## config.mk

```make
export PLATFORM = sky130hd
export DESIGN_NAME = march_stepper
export DESIGN_NICKNAME = d
export VERILOG_FILES = /design/src/rtl/invaders_pkg.sv /design/src/rtl/tick_divider.sv /design/src/rtl/march_stepper.sv
export SDC_FILE = /design/constraint.sdc
export NUM_CORES = 1
export LEC_CHECK = 0
export ABC_AREA = 1
export CAP_MARGIN = 10
export CORE_MARGIN = 1.5
export CORE_UTILIZATION = 25
export CTS_BUF_LIST = sky130_fd_sc_hd__clkbuf_8
export CTS_CLUSTER_DIAMETER = 40
export DETAILED_ROUTE_END_ITERATION = 10
export GPL_TIMING_DRIVEN = 0
export PLACE_DENSITY = 0.42
export SYNTH_ARGS = -nofsm -noshare
export SYNTH_HDL_FRONTEND = slang
export SYNTH_SLANG_ARGS = --single-unit
```

## constraint.sdc

```tcl
create_clock -name clk -period 5.5 [get_ports clk]
set_input_delay 0.825 -clock clk [delete_from_list [all_inputs] [get_ports clk]]
set_output_delay 0.825 -clock clk [all_outputs]
set_load 0.005 [all_outputs]
```

## src/rtl/invaders_pkg.sv

```systemverilog
// Shared encodings and widths for the invader formation logic.
package invaders_pkg;

  typedef enum logic [1:0] {
    ST_IDLE   = 2'd0,
    ST_RUN    = 2'd1,
    ST_DROP   = 2'd2,
    ST_LANDED = 2'd3
  } state_e;

  localparam logic DIR_LEFT  = 1'b0;
  localparam logic DIR_RIGHT = 1'b1;

  localparam int XOFF_W = 5;
  localparam int YOFF_W = 4;
  localparam int TPS_W  = 4;

endpackage

```

## src/rtl/tick_divider.sv

```systemverilog
// Divides timer ticks by a programmable ticks-per-step value with a speed-up floor.
// due is combinational from tick so the parent can act on the same clock edge.
module tick_divider
  import invaders_pkg::*;
#(
  parameter int TICKS_INIT = 8,
  parameter int TICKS_MIN  = 1
) (
  input  logic clk,
  input  logic reset,
  input  logic clr,
  input  logic tick,
  input  logic speedup,
  input  logic reload,
  output logic due
);

  localparam logic [TPS_W-1:0] TPS_INIT_V = TPS_W'(TICKS_INIT);
  localparam logic [TPS_W-1:0] TPS_MIN_V  = TPS_W'(TICKS_MIN);

  logic [TPS_W-1:0] tick_cnt;
  logic [TPS_W-1:0] tps;

  // >= rather than == so a step is not lost when tps shrinks below tick_cnt.
  assign due = tick && (tick_cnt >= (tps - TPS_W'(1)));

  always_ff @(posedge clk or negedge reset) begin
    if (!reset) begin
      tick_cnt <= '0;
      tps      <= TPS_INIT_V;
    end else if (reload) begin
      tick_cnt <= '0;
      tps      <= TPS_INIT_V;
    end else begin
      if (clr || due) begin
        tick_cnt <= '0;
      end else if (tick) begin
        tick_cnt <= tick_cnt + TPS_W'(1);
      end
      if (speedup && (tps > TPS_MIN_V)) begin
        tps <= tps - TPS_W'(1);
      end
    end
  end

endmodule

```

## src/rtl/march_stepper.sv

```systemverilog
// Converts timer ticks into invader march steps: sideways moves, and a row drop
// with direction reversal at each edge, until the formation lands.
module march_stepper
  import invaders_pkg::*;
#(
  parameter int X_MAX      = 15,
  parameter int Y_MAX      = 7,
  parameter int TICKS_INIT = 8,
  parameter int TICKS_MIN  = 1
) (
  input  logic              clk,
  input  logic              reset,
  input  logic              en,
  input  logic              restart,
  input  logic              tick,
  input  logic              speedup,
  output logic              tmr_clr,
  output logic [XOFF_W-1:0] x_off,
  output logic [YOFF_W-1:0] y_off,
  output logic              dir,
  output logic              step,
  output logic              landed,
  output state_e            state_dbg
);

  localparam logic [XOFF_W-1:0] XMAX_V = XOFF_W'(X_MAX);
  localparam logic [YOFF_W-1:0] YMAX_V = YOFF_W'(Y_MAX);

  state_e            state;
  logic              due;
  logic              at_edge;
  logic [YOFF_W-1:0] y_next;

  assign state_dbg = state;
  assign at_edge   = ((dir == DIR_RIGHT) && (x_off == XMAX_V)) ||
                     ((dir == DIR_LEFT)  && (x_off == '0));
  assign y_next    = y_off + YOFF_W'(1);

  // Ticks only count while running; pausing discards the partial count.
  tick_divider #(
    .TICKS_INIT(TICKS_INIT),
    .TICKS_MIN (TICKS_MIN)
  ) u_div (
    .clk    (clk),
    .reset  (reset),
    .clr    (!en),
    .tick   (tick && en && (state == ST_RUN)),
    .speedup(speedup && (state != ST_LANDED)),
    .reload (restart),
    .due    (due)
  );

  always_ff @(posedge clk or negedge reset) begin
    if (!reset) begin
      state   <= ST_IDLE;
      tmr_clr <= 1'b0;
      x_off   <= '0;
      y_off   <= '0;
      dir     <= DIR_RIGHT;
      step    <= 1'b0;
      landed  <= 1'b0;
    end else if (restart) begin
      state   <= ST_IDLE;
      tmr_clr <= 1'b0;
      x_off   <= '0;
      y_off   <= '0;
      dir     <= DIR_RIGHT;
      step    <= 1'b0;
      landed  <= 1'b0;
    end else begin
      step <= 1'b0;
      case (state)
        ST_IDLE: begin
          if (en) begin
            state   <= ST_RUN;
            tmr_clr <= 1'b1;
          end
        end
        ST_RUN: begin
          if (!en) begin
            state   <= ST_IDLE;
            tmr_clr <= 1'b0;
          end else if (due) begin
            if (at_edge) begin
              state <= ST_DROP;
            end else begin
              x_off <= (dir == DIR_RIGHT) ? x_off + XOFF_W'(1) : x_off - XOFF_W'(1);
              step  <= 1'b1;
            end
          end
        end
        ST_DROP: begin
          // Pausing here abandons the drop entirely.
          if (!en) begin
            state   <= ST_IDLE;
            tmr_clr <= 1'b0;
          end else begin
            y_off <= y_next;
            dir   <= ~dir;
            step  <= 1'b1;
            if (y_next == YMAX_V) begin
              state   <= ST_LANDED;
              tmr_clr <= 1'b0;
              landed  <= 1'b1;
            end else begin
              state <= ST_RUN;
            end
          end
        end
        ST_LANDED: begin
          landed  <= 1'b1;
          tmr_clr <= 1'b0;
        end
        default: begin
          state   <= ST_IDLE;
          tmr_clr <= 1'b0;
        end
      endcase
    end
  end

endmodule

```

**Word-level counts from Yosys, hierarchy flattened**

Index checks and enable logic that the tools add are counted.

- Magnitude comparators: 2
- Reductions and logical operators: 25
- Bitwise logic cells: 1
- Equal/unequal tests: 14
- $add $sub $neg: 5
- Multiplexer cells: 41

Operators with widths:

| cell | count |
|---|---|
| two-way mux 4 bit | 8 |
| two-way mux 5 bit | 6 |
| two-way mux 1 bit | 16 |
| two-way mux 2 bit | 7 |
| inequality test 3 bit, second input constant | 4 |
| nonzero test 2 bit | 5 |
| adder 4 x 1 -> 4 bit, second input constant | 2 |
| inequality test 4 bit, second input constant | 2 |
| AND reduction 4 bit | 2 |
| logical AND 1 bit | 7 |
| one-hot mux 2 bit (3 select lines) | 1 |
| AND reduction 3 bit | 2 |
| nonzero test 3 bit | 2 |
| adder 5 x 1 -> 5 bit, second input constant | 1 |
| equality test 5 x 4 -> 1 bit, second input constant | 1 |
| logical NOT 5 bit | 1 |
| subtractor 5 x 1 -> 5 bit, second input constant | 1 |
| equality test 2 bit, second input constant | 2 |
| equality test 4 x 3 -> 1 bit, second input constant | 1 |
| greater-or-equal comparator 4 bit | 1 |
| greater-than comparator 4 x 1 -> 1 bit, second input constant | 1 |
| inequality test 2 bit, second input constant | 2 |
| inequality test 4 x 3 -> 1 bit, second input constant | 1 |
| one-hot mux 1 bit (2 select lines) | 2 |
| other kinds (9) | 10 |

- Output and inout port bits: 15
- Register bits after elaboration: 23
- Bits of input ports: 6
- Word-level logic and storage cells: 97

**Longest topological paths before layout**

Gate-level depths: netlist of the first run.

- Depth in word-level cells: 8
- Depth in mapped cells: 13
- Depth with buffers taken out: 13

**Hierarchy**

Synthesis of the first run repeated with hierarchy kept, for this count alone.

- Cell total of the unflattened synthesis: 217
- Area, all modules: 1,665.3 µm²

By module, submodules not included:

| module | instances | area an instance (µm²) | cells an instance | sequential area each (µm²) |
|---|---|---|---|---|
| march_stepper | 1 | 1,069.8 | 138 | 376.6 |
| tick_divider | 1 | 595.6 | 79 | 201.4 |

**Worst setup path before layout of the first run**

Ideal clock, no wire load.

- Kind: register to register
- Start point: register u_div.tps[0]
- End point: register x_off[1]
- Stages on the path, launching flop included: 14
- Required time: 5.383 ns
- Arrival time: 1.662 ns
- Library setup time: 0.117 ns
- Buffers on the path: 0
- Clock period less this slack: 1.779 ns
- Path slack: 3.721 ns
- Cell sequence: dfrtp_1 -> inv_1 -> ha_1 -> xnor2_1 -> ha_1 -> nand2_1 -> inv_1 -> nand3_1 -> nand3_1 -> nand2_1 -> nor2_1 -> nor2_2 -> nand2_1 -> nand2_1

- Word-level cells in the longest chain between the ends: 5

Ends and longest elaborated chain:

| what | RTL line | text |
|---|---|---|
| from (decl) | tick_divider.sv:22 | `logic [TPS_W-1:0] tps;` |
| from (signal assigned) | tick_divider.sv:41 | `tps <= tps - TPS_W'(1);` |
| subtractor 4 x 1 -> 4 bit | tick_divider.sv:25 | `assign due = tick && (tick_cnt >= (tps - TPS_W'(1)));` |
| greater-or-equal comparator 4 bit | tick_divider.sv:25 |  |
| logical AND 1 bit | tick_divider.sv:25 |  |
| nonzero test 2 bit (no source line) | n/a |  |
| AND reduction 4 bit (no source line) | n/a |  |
| to (signal assigned) | march_stepper.sv:87 | `x_off <= (dir == DIR_RIGHT) ? x_off + XOFF_W'(1) : x_off - XOFF_W'(1);` |
| to (decl) | march_stepper.sv:18 | `output logic [XOFF_W-1:0] x_off,` |

Every way passes these cells.
A chain may end at the register's enable or synchronous reset.

**Final worst setup path of the first run**

- Start point: register dir
- End point: output port dir

RTL lines:

| what | RTL line | text |
|---|---|---|
| from (decl) | march_stepper.sv:20 | `output logic dir,` |
| from (signal assigned) | march_stepper.sv:99 | `dir <= ~dir;` |

No word-level cell between the ends.

==> summary.md, run 1 <==
| Metric | Value |
|---|---|
| Cell class contributing the biggest share of worst-path delay | `flip-flops` |
| Fraction of synthesis flops using an asynchronous set or reset pin | `100.0%` |
| Placed Cells | `298` |
| Number of cell rows | `28` |
| Fraction of the mapped netlist area in adder cells | `14.84%` |
| Clock Skews | `5.509 ps` |
| YS warnings | `0` |
| PostCTS Resize Cnt | `0` |
| Synth top area cells | `dfrtp_1 34%, ha_1 14%, nand2_1 13%` |
| Core area | `5991 sq um` |
| Mapped Area | `between 1500 and 2000 sq um` |
| Initial Util | `26.17%` |
| Main combinational cell family by area after synthesis | `simple AND/OR/NAND/NOR gates` |
| Worst rel slew slack | `approximately two thirds` |
| Non-filler cells, final | `roughly 300` |
| Count of hold-fix buffers inserted at cts | `0` |
| CTS Buf Count | `3` |
| Post-Place Cell Area | `about 1900 sq um` |
| Share of the core filled with cells in the final layout | `31.93%` |
| Share of synthesized cell area in and, or, nand and nor gates | `27.37%` |
| Most common cell in the synthesized netlist | `nand2_1` |
| Outcome | `finished, final reports clean` |
| Detailed-route via count | `1273` |
| Synthesized instance count | `204` |
| Largest net degree at the start of global routing | `24` |
| TritonCTS clock tree | `built` |
| Type of the worst min-delay path | `reg -> reg` |
| Worst endpoint data arrival time | `1400 ps` |
| Required time at the worst-slack endpoint | `4680 ps` |
| Leading area contributor after synthesis | `dfrtp_1` |
| Number of hold-slack violations in the final timing report | `0` |
| Max-capacitance violation count | `0` |
| Delay of the slowest cell on the worst path | `610 ps` |
| Most used flip-flop cell after synthesis | `dfrtp_1` |
| PwrDens | `between 200 and 250 nW/um^2` |
| VDD IR max | `0.1214 mV` |
| Detailed placer's ending HPWL | `between 2 and 3 mm` |
| Clock-pin slew on the worst setup and hold paths | `~90 ps` |
| Maximum number of buffers from clock root to sink | `2` |
| Routed len/inst | `between 10 and 15 microns` |
| Met2 wire len | `about 1.5 mm` |
| Worst hold margin | `498.3 ps` |
| Buf+Inv Stages, Crit Path | `1` |
| Count of final setup violators | `0` |
| Max Used Layer | `met4` |
| Global-route wire length before repair | `5.789 mm` |
| Nets | `253` |
| Slew at the pin closest to its max-slew limit | `between 400 and 500 ps` |
| Post-route cell area | `between 1500 and 2000 sq um` |
| Buffers inserted during post-CTS setup optimization | `0` |
| Clock network latency to the later pin of the worst-skew pair | `270 ps` |
| Total negative slack | `0 ps` |
| Synth cell types | `25` |
| Full die area | `6755 sq um` |
| Final antenna-violating net count | `0` |
| Gr usage total | `between 10% and 20%` |
| IO Count | `21` |
| Area share of the largest cell type after synthesis | `33.52%` |
| Critical path cell sequence | `clkdlybuf4s50_1` |
| Design Power | `0.4664 mW` |
| Sequential share of the synthesized area | `36.87%` |
| Gp weighted congestion | `0.7745` |
| Critical Path Start Type | `register` |
| Met1 wire length | `1.755 mm` |
| Post-layout min period | `approximately 2200 ps` |
| Combined area of the multi-input logic cells | `858.3 sq um` |
| Fin worst setup slack | `3279 ps` |
| Final Max Tran Viols | `0` |
| Clock net sink count | `23` |
| Most common library cells after synthesis | `55 x nand2_1, 30 x inv_1, 21 x dfrtp_1, 17 x ha_1, 17 x nand3_1` |
| Die H | `between 80 and 90 microns` |
| DRT iter0 DRCs | `30` |
| Number of global-route vias before repair | `around 1300` |
| DRC violation count after routing | `0` |
| Flops & latches, synth | `23` |
| RSZ-0062 raised after global routing | `no` |
| CTS H-Tree Depth | `1` |
| GR Overflow Total | `0` |
| Detailed-route vias per instance | `4.201` |
| Final critical-path share of the clock period | `40.37%` |
| Diode count | `0` |
| Die W | `82.19 microns` |
| Sequential cell area in the final layout | `just under 600 sq um` |
| CTS root buf | `clkbuf_8` |
| Wire length after detailed routing | `between 3 and 4 mm` |
| Net Count, Synth | `between 200 and 250` |
| Critical Setup Path Class | `reg -> out` |
| Fraction of synthesized area in multiplexers | `0%` |
| Initial antenna violation count | `0` |
| Fillers | `642` |
| Number of flops mapped to enable cells by yosys | `0` |
| Post-synthesis average cell area | `7.685 sq um` |
| Parity-gate share of the synthesized area counting xor and xnor cells | `2.793%` |
| Area growth syn-to-layout | `22.03%` |
| Critical Path End Type | `output pin` |
| Largest driver fanout on the critical path | `6` |
| WL met3 | `108 microns` |
| Master of the slowest instance on the critical path | `dfstp_2` |
| Number of detailed-route iterations in the first pass | `4` |
| Share of layout cells above drive strength 1 | `8.333%` |
| Static leakage | `0.9164 nW` |
| Count of port buffers added during placement | `19` |
| Fmax | `approximately 450 MHz` |
| Area fraction in compound gates after synthesis | `9.737%` |
| Setup Slack @ Placement | `about 3300 ps` |
[cell usage in the layout (no fill, tap or decap), types with 5 or more instances in the layout]
cell type / Yosys / layout
nand3_1: 17 / 17
dfrtp_1: 21 / 21
nor2_2: 6 / 6
nor2_1: 16 / 16
ha_1: 17 / 17
clkdlybuf4s50_1: 0 / 19
o21ai_0: 10 / 10
a21oi_1: 5 / 5
inv_1: 30 / 30
nand2_1: 55 / 55
[path summary, 6_finish.rpt]
kind	from	endpoint	slack (ps)	cells past startpoint
hold / removal	tmr_clr	tmr_clr	500	2
setup reg to reg	u_div.tps[0]	x_off[0]	3400	13
hold reg to reg	tmr_clr	tmr_clr	500	2
max in group asynchronous	reset	u_div.tps[3]	4060	2
setup / recovery	dir	dir	3280	1
min in group asynchronous	reset	x_off[2]	880	1
[metal layers]
metal / global-route usage (%) / vias up
li1: - / 697
met1: 15.48 / 555
met2: 17.64 / 19
met3: 2.637 / 2
met4: 2.034 / 0
met5: 0 / -
[registers in the layout, indices dropped and copies added, names as in the netlist]
signal and cells:
x_off 5, u_div.tick_cnt 4, u_div.tps 4, y_off 4, state_dbg 2, dir 1
landed 1, step 1, tmr_clr 1
[kinds of logic after synthesis]
family | after synthesis
AOI/OAI and AO/OA | 25
and+or+nand+nor | 100
DFF | 23
buffers and inverters | 33
xor gates and xnor gates | 5
adders and majority gates | 18
[where the power goes]
group	total, mW	switching (mW)	internal (mW)
clock	0.108	0.0573	0.0506
sequential	0.205	0.0181	0.187
combinational	0.154	0.0841	0.0695
[layout make-up]
cell class	count	area share, %
Multi-Input combinational cell	148	44.87
Sequential cell	23	30.22
Timing Repair Buffer	20	10.73
Inverter	32	6.279
Tap cell	75	4.905
Clock buffer	3	2.158
Buffer	1	0.5886
Clock inverter	1	0.2616
Note: power is estimated with default switching activity, not from simulation.
==> inputs of run 2 (changes only) <==
Settings changed: PLACE_DENSITY 0.42 to 0.43.
Clock period 5.5 ns to 1.9 ns, I/O delays scaled along.
==> run 2 against run 1 <==
Compared with the run above:
- setup slack got worse by 3300 ps
- worst hold slack got worse by 270 ps
- power rose to 3.1 times the previous value
- critical path depth rose by 12
- global-route usage rose by 0.39 points
- sequential share of layout area fell by 1.8 points
- clock skew barely moved
- core utilization rose by 2.0 points
- via count rose by 7.8%
- critical path type is now reg -> reg
- critical endpoint is now state_dbg[1]
- highest routed layer unchanged
==> summary.md, run 2 (same netlist as run 1, synthesis figures left out) <==
| Metric | Value |
|---|---|
| Post-route cell area | `2036 sq um (+6.4%)` |
| Share of layout cells above drive strength 1 | `16.81% (+8.5 points)` |
| Delay of the slowest cell on the worst path | `420 ps (-190 ps)` |
| Largest driver fanout on the critical path | `4 (-2)` |
| Type of the worst min-delay path | `in -> reg` |
| RR Endpoint | `state_dbg[1]` |
| Post-Place Cell Area | `1852 sq um (unchanged)` |
| Worst rel slew slack | `59.98% (-7.1 points)` |
| Psw | `0.5123 mW (+220%)` |
| VDD IR max | `0.4640 mV (+280%)` |
| Logic pwr share | `37.7% (+4.8 points)` |
| Setup Slack @ Placement | `-233.4 ps (-3507 ps)` |
| Number of global-route vias before repair | `1340 (+6.3%)` |
| Met1 wire length | `1.735 mm (-1.1%)` |
| FF-to-FF path depth | `13 (unchanged)` |
| Die H | `82.19 microns (unchanged)` |
| RSZ-0062 raised after global routing | `yes` |
| Full die area | `6755 sq um (unchanged)` |
| Count of final setup violators | `0 (unchanged)` |
| Clock Skews | `5.202 ps (-0.3067 ps)` |
| DRT iter0 DRCs | `51 (+70%)` |
| Final Max Tran Viols | `0 (unchanged)` |
| Initial Util | `26.17% (unchanged)` |
| TritonCTS clock tree | `built` |
| Die W | `82.19 microns (unchanged)` |
| Met2 wire len | `1.627 mm (+9.0%)` |
| Number of detailed-route iterations in the first pass | `4 (unchanged)` |
| Max Used Layer | `met4` |
| Fin worst setup slack | `6.163 ps (-3273 ps)` |
| Clock network latency to the later pin of the worst-skew pair | `270 ps (about the same)` |
| Slew at the pin closest to its max-slew limit | `598.4 ps (+105.4 ps)` |
| Worst Hold Launch | `restart` |
| Gp weighted congestion | `0.8432 (+8.9%)` |
| Net switching fraction of the power | `35.31% (+1.1 points)` |
| Critical Setup Path Class | `reg -> reg` |
| WL met3 | `98 microns (-9.3%)` |
| Number of cell rows | `28 (unchanged)` |
| Final antenna-violating net count | `0 (unchanged)` |
| Static leakage | `0.9730 nW (+6.2%)` |
| Cell repeated most along the worst path | `nand2_1` |
| Destination of the worst hold path | `landed` |
| Worst endpoint data arrival time | `2060 ps (+660 ps)` |
| Nets | `257 (+1.6%)` |
| Critical Path Start Type | `register` |
| Core area | `5991 sq um (unchanged)` |
| Number of flip-flops under the largest register name | `5 (unchanged)` |
| Count of port buffers added during placement | `19 (unchanged)` |
| Reg-to-reg startpoint | `u_div.tps[1]` |
| CTS H-Tree Depth | `1 (unchanged)` |
| Wire length after detailed routing | `3.502 mm (+3.7%)` |
| Design internal power | `0.9388 mW (+210%)` |
| Max-capacitance violation count | `0 (unchanged)` |
| Largest net degree at the start of global routing | `24 (unchanged)` |
| Global-route wire length before repair | `6.058 mm (+4.6%)` |
| Critical Path End Type | `register` |
| Post-layout min period | `1894 ps` |
| Initial antenna violation count | `0 (unchanged)` |
| Detailed-route vias per instance | `4.469 (+6.4%)` |
| Final critical-path share of the clock period | `99.68%` |
| Required time at the worst-slack endpoint | `2060 ps (-2620 ps)` |
| Cell depth of the worst min-delay path | `2 (unchanged)` |
| Commonest non-fill, non-tap cells in the layout | `52 x nand2_1, 28 x inv_1, 20 x dfrtp_1` |
| Non-filler cells, final | `307 (+1.3%)` |
| Routed len/inst | `11.41 microns (+2.4%)` |
| Setup slack of the most critical reg-to-reg path | `6 ps (-3390 ps)` |
| Detailed placer's ending HPWL | `2.599 mm (+0.37%)` |
| Gr usage total | `11.53% (+0.39 points)` |
| Clock-pin slew on the worst setup and hold paths | `90 ps (about the same)` |
| DRC violation count after routing | `0 (unchanged)` |
| Clock power share | `21.3% (-1.8 points)` |
| Outcome | `finished, final reports clean` |
| IO Count | `21 (unchanged)` |
| Sequential group share of total power | `40.9% (-3.0 points)` |
| Count of hold-fix buffers inserted at cts | `0 (unchanged)` |
| GR Overflow Total | `0 (unchanged)` |
| Detailed-route via count | `1372 (+7.8%)` |
| Fmax | `528.0 MHz` |
| CTS Buf Count | `3 (unchanged)` |
| Diode count | `0 (unchanged)` |
| PwrDens | `712.9 nW/um^2 (+190%)` |
| Number of hold-slack violations in the final timing report | `0 (unchanged)` |
| Master of the slowest instance on the critical path | `dfrtp_1` |
| CTS root buf | `clkbuf_8` |
| Critical path cell sequence | `inv_2 -> ha_4 -> xnor2_4 -> ha_1 -> nand2_2 -> inv_2 -> nand3_2 -> nand3_2 -> nand2_4 -> nand2_1 -> nand2_1 -> nand2_1 -> nand2_1` |
| Maximum number of buffers from clock root to sink | `2 (unchanged)` |
| Most common cell after layout, fill and taps aside | `nand2_1` |
| Area growth syn-to-layout | `29.85%` |
| Largest reg by FF count | `x_off` |
| Clock net sink count | `23 (unchanged)` |
| Placed Cells | `298 (unchanged)` |
## run 2: changes by cell type in the layout (fill, tap and decap cells not counted), moves of 2 or more
cell / change
buf_4: +4
o21ai_0: -4
inv_2: +3
nand2_1: -3
nand3_1: -3
nand3_2: +3
nor2_4: +3
inv_1: -2
nand2_2: +2
nor2_2: -2
o21ai_1: +2
o21ai_2: +2
## run 2: final cells by class
class / instances / area, sq um
flip-flops and latches: 23 / 579.3
clock inverters: 1 / 3.754
inverters: 32 / 120.1
plain buffers: 1 / 11.26
multi-input cells: 148 / 950.9
repair buffers: 24 / 235.2
clock buffers: 3 / 41.29
fillers: 654 / 3955
well taps: 75 / 93.84
## run 2: per-layer routing
metal | track usage [%] | up-vias
met2 | 19.11 | 20
li1 | - | 707
met3 | 2.308 | 4
met1 | 15.33 | 641
met5 | 0 | -
met4 | 2.712 | 0
## run 2: power groups by stage
stage | clock network, mW | registers, mW | logic (mW)
2_1_floorplan | 0 | 0.593 | 0.303
3_3_place_gp | 0 | 0.604 | 0.453
3_5_place_dp | 0 | 0.604 | 0.453
4_1_cts | 0.328 | 0.596 | 0.495
5_1_grt | 0.350 | 0.603 | 0.620
6_report | 0.310 | 0.594 | 0.547
## run 2: repair_timing
| action | CTS | global route |
|---|---|---|
| buffers inserted | 2 | 2 |
| gates resized for setup | 13 | 14 |
| pin swaps | 7 | 8 |
| setup endpoints to repair | 12 | 12 |
## run 2: how the worst max path moves through the flow
stage	from	end	slack (ps)	cells after the start
2_1_floorplan	u_div.tps[0]	x_off[1]	120	13
3_3_place_gp	u_div.tps[0]	x_off[0]	-210	13
3_5_place_dp	u_div.tps[0]	x_off[0]	-230	13
4_1_cts	u_div.tps[2]	x_off[0]	-1	12
5_1_grt	u_div.tps[1]	state_dbg[1]	-120	13
6_report	u_div.tps[1]	state_dbg[1]	6	13
## run 2: per-stage QoR
stage	setup TNS [ps]	utilization [%]	hold WS (ps)	power, mW
after floorplan	0	-	-10.59	0.8966
final	0	33.98	231.9	1.451
after CTS	-1.064	32.77	224.3	1.419
after detailed placement	-1953	30.91	489.2	1.057
after global routing	-1044	33.98	232.7	1.572
after global placement	-1607	30.91	486.0	1.057
## run 2: worst max-delay path, delay by kind of cell, from the launching register on
| kind | cells | cell delay, ps |
|---|---|---|
| DFF | 1 | 420 |
| xor gates and xnor gates | 1 | 120 |
| buffers and inverters | 2 | 150 |
| and+or+nand+nor | 8 | 620 |
| adders and majority gates | 2 | 470 |
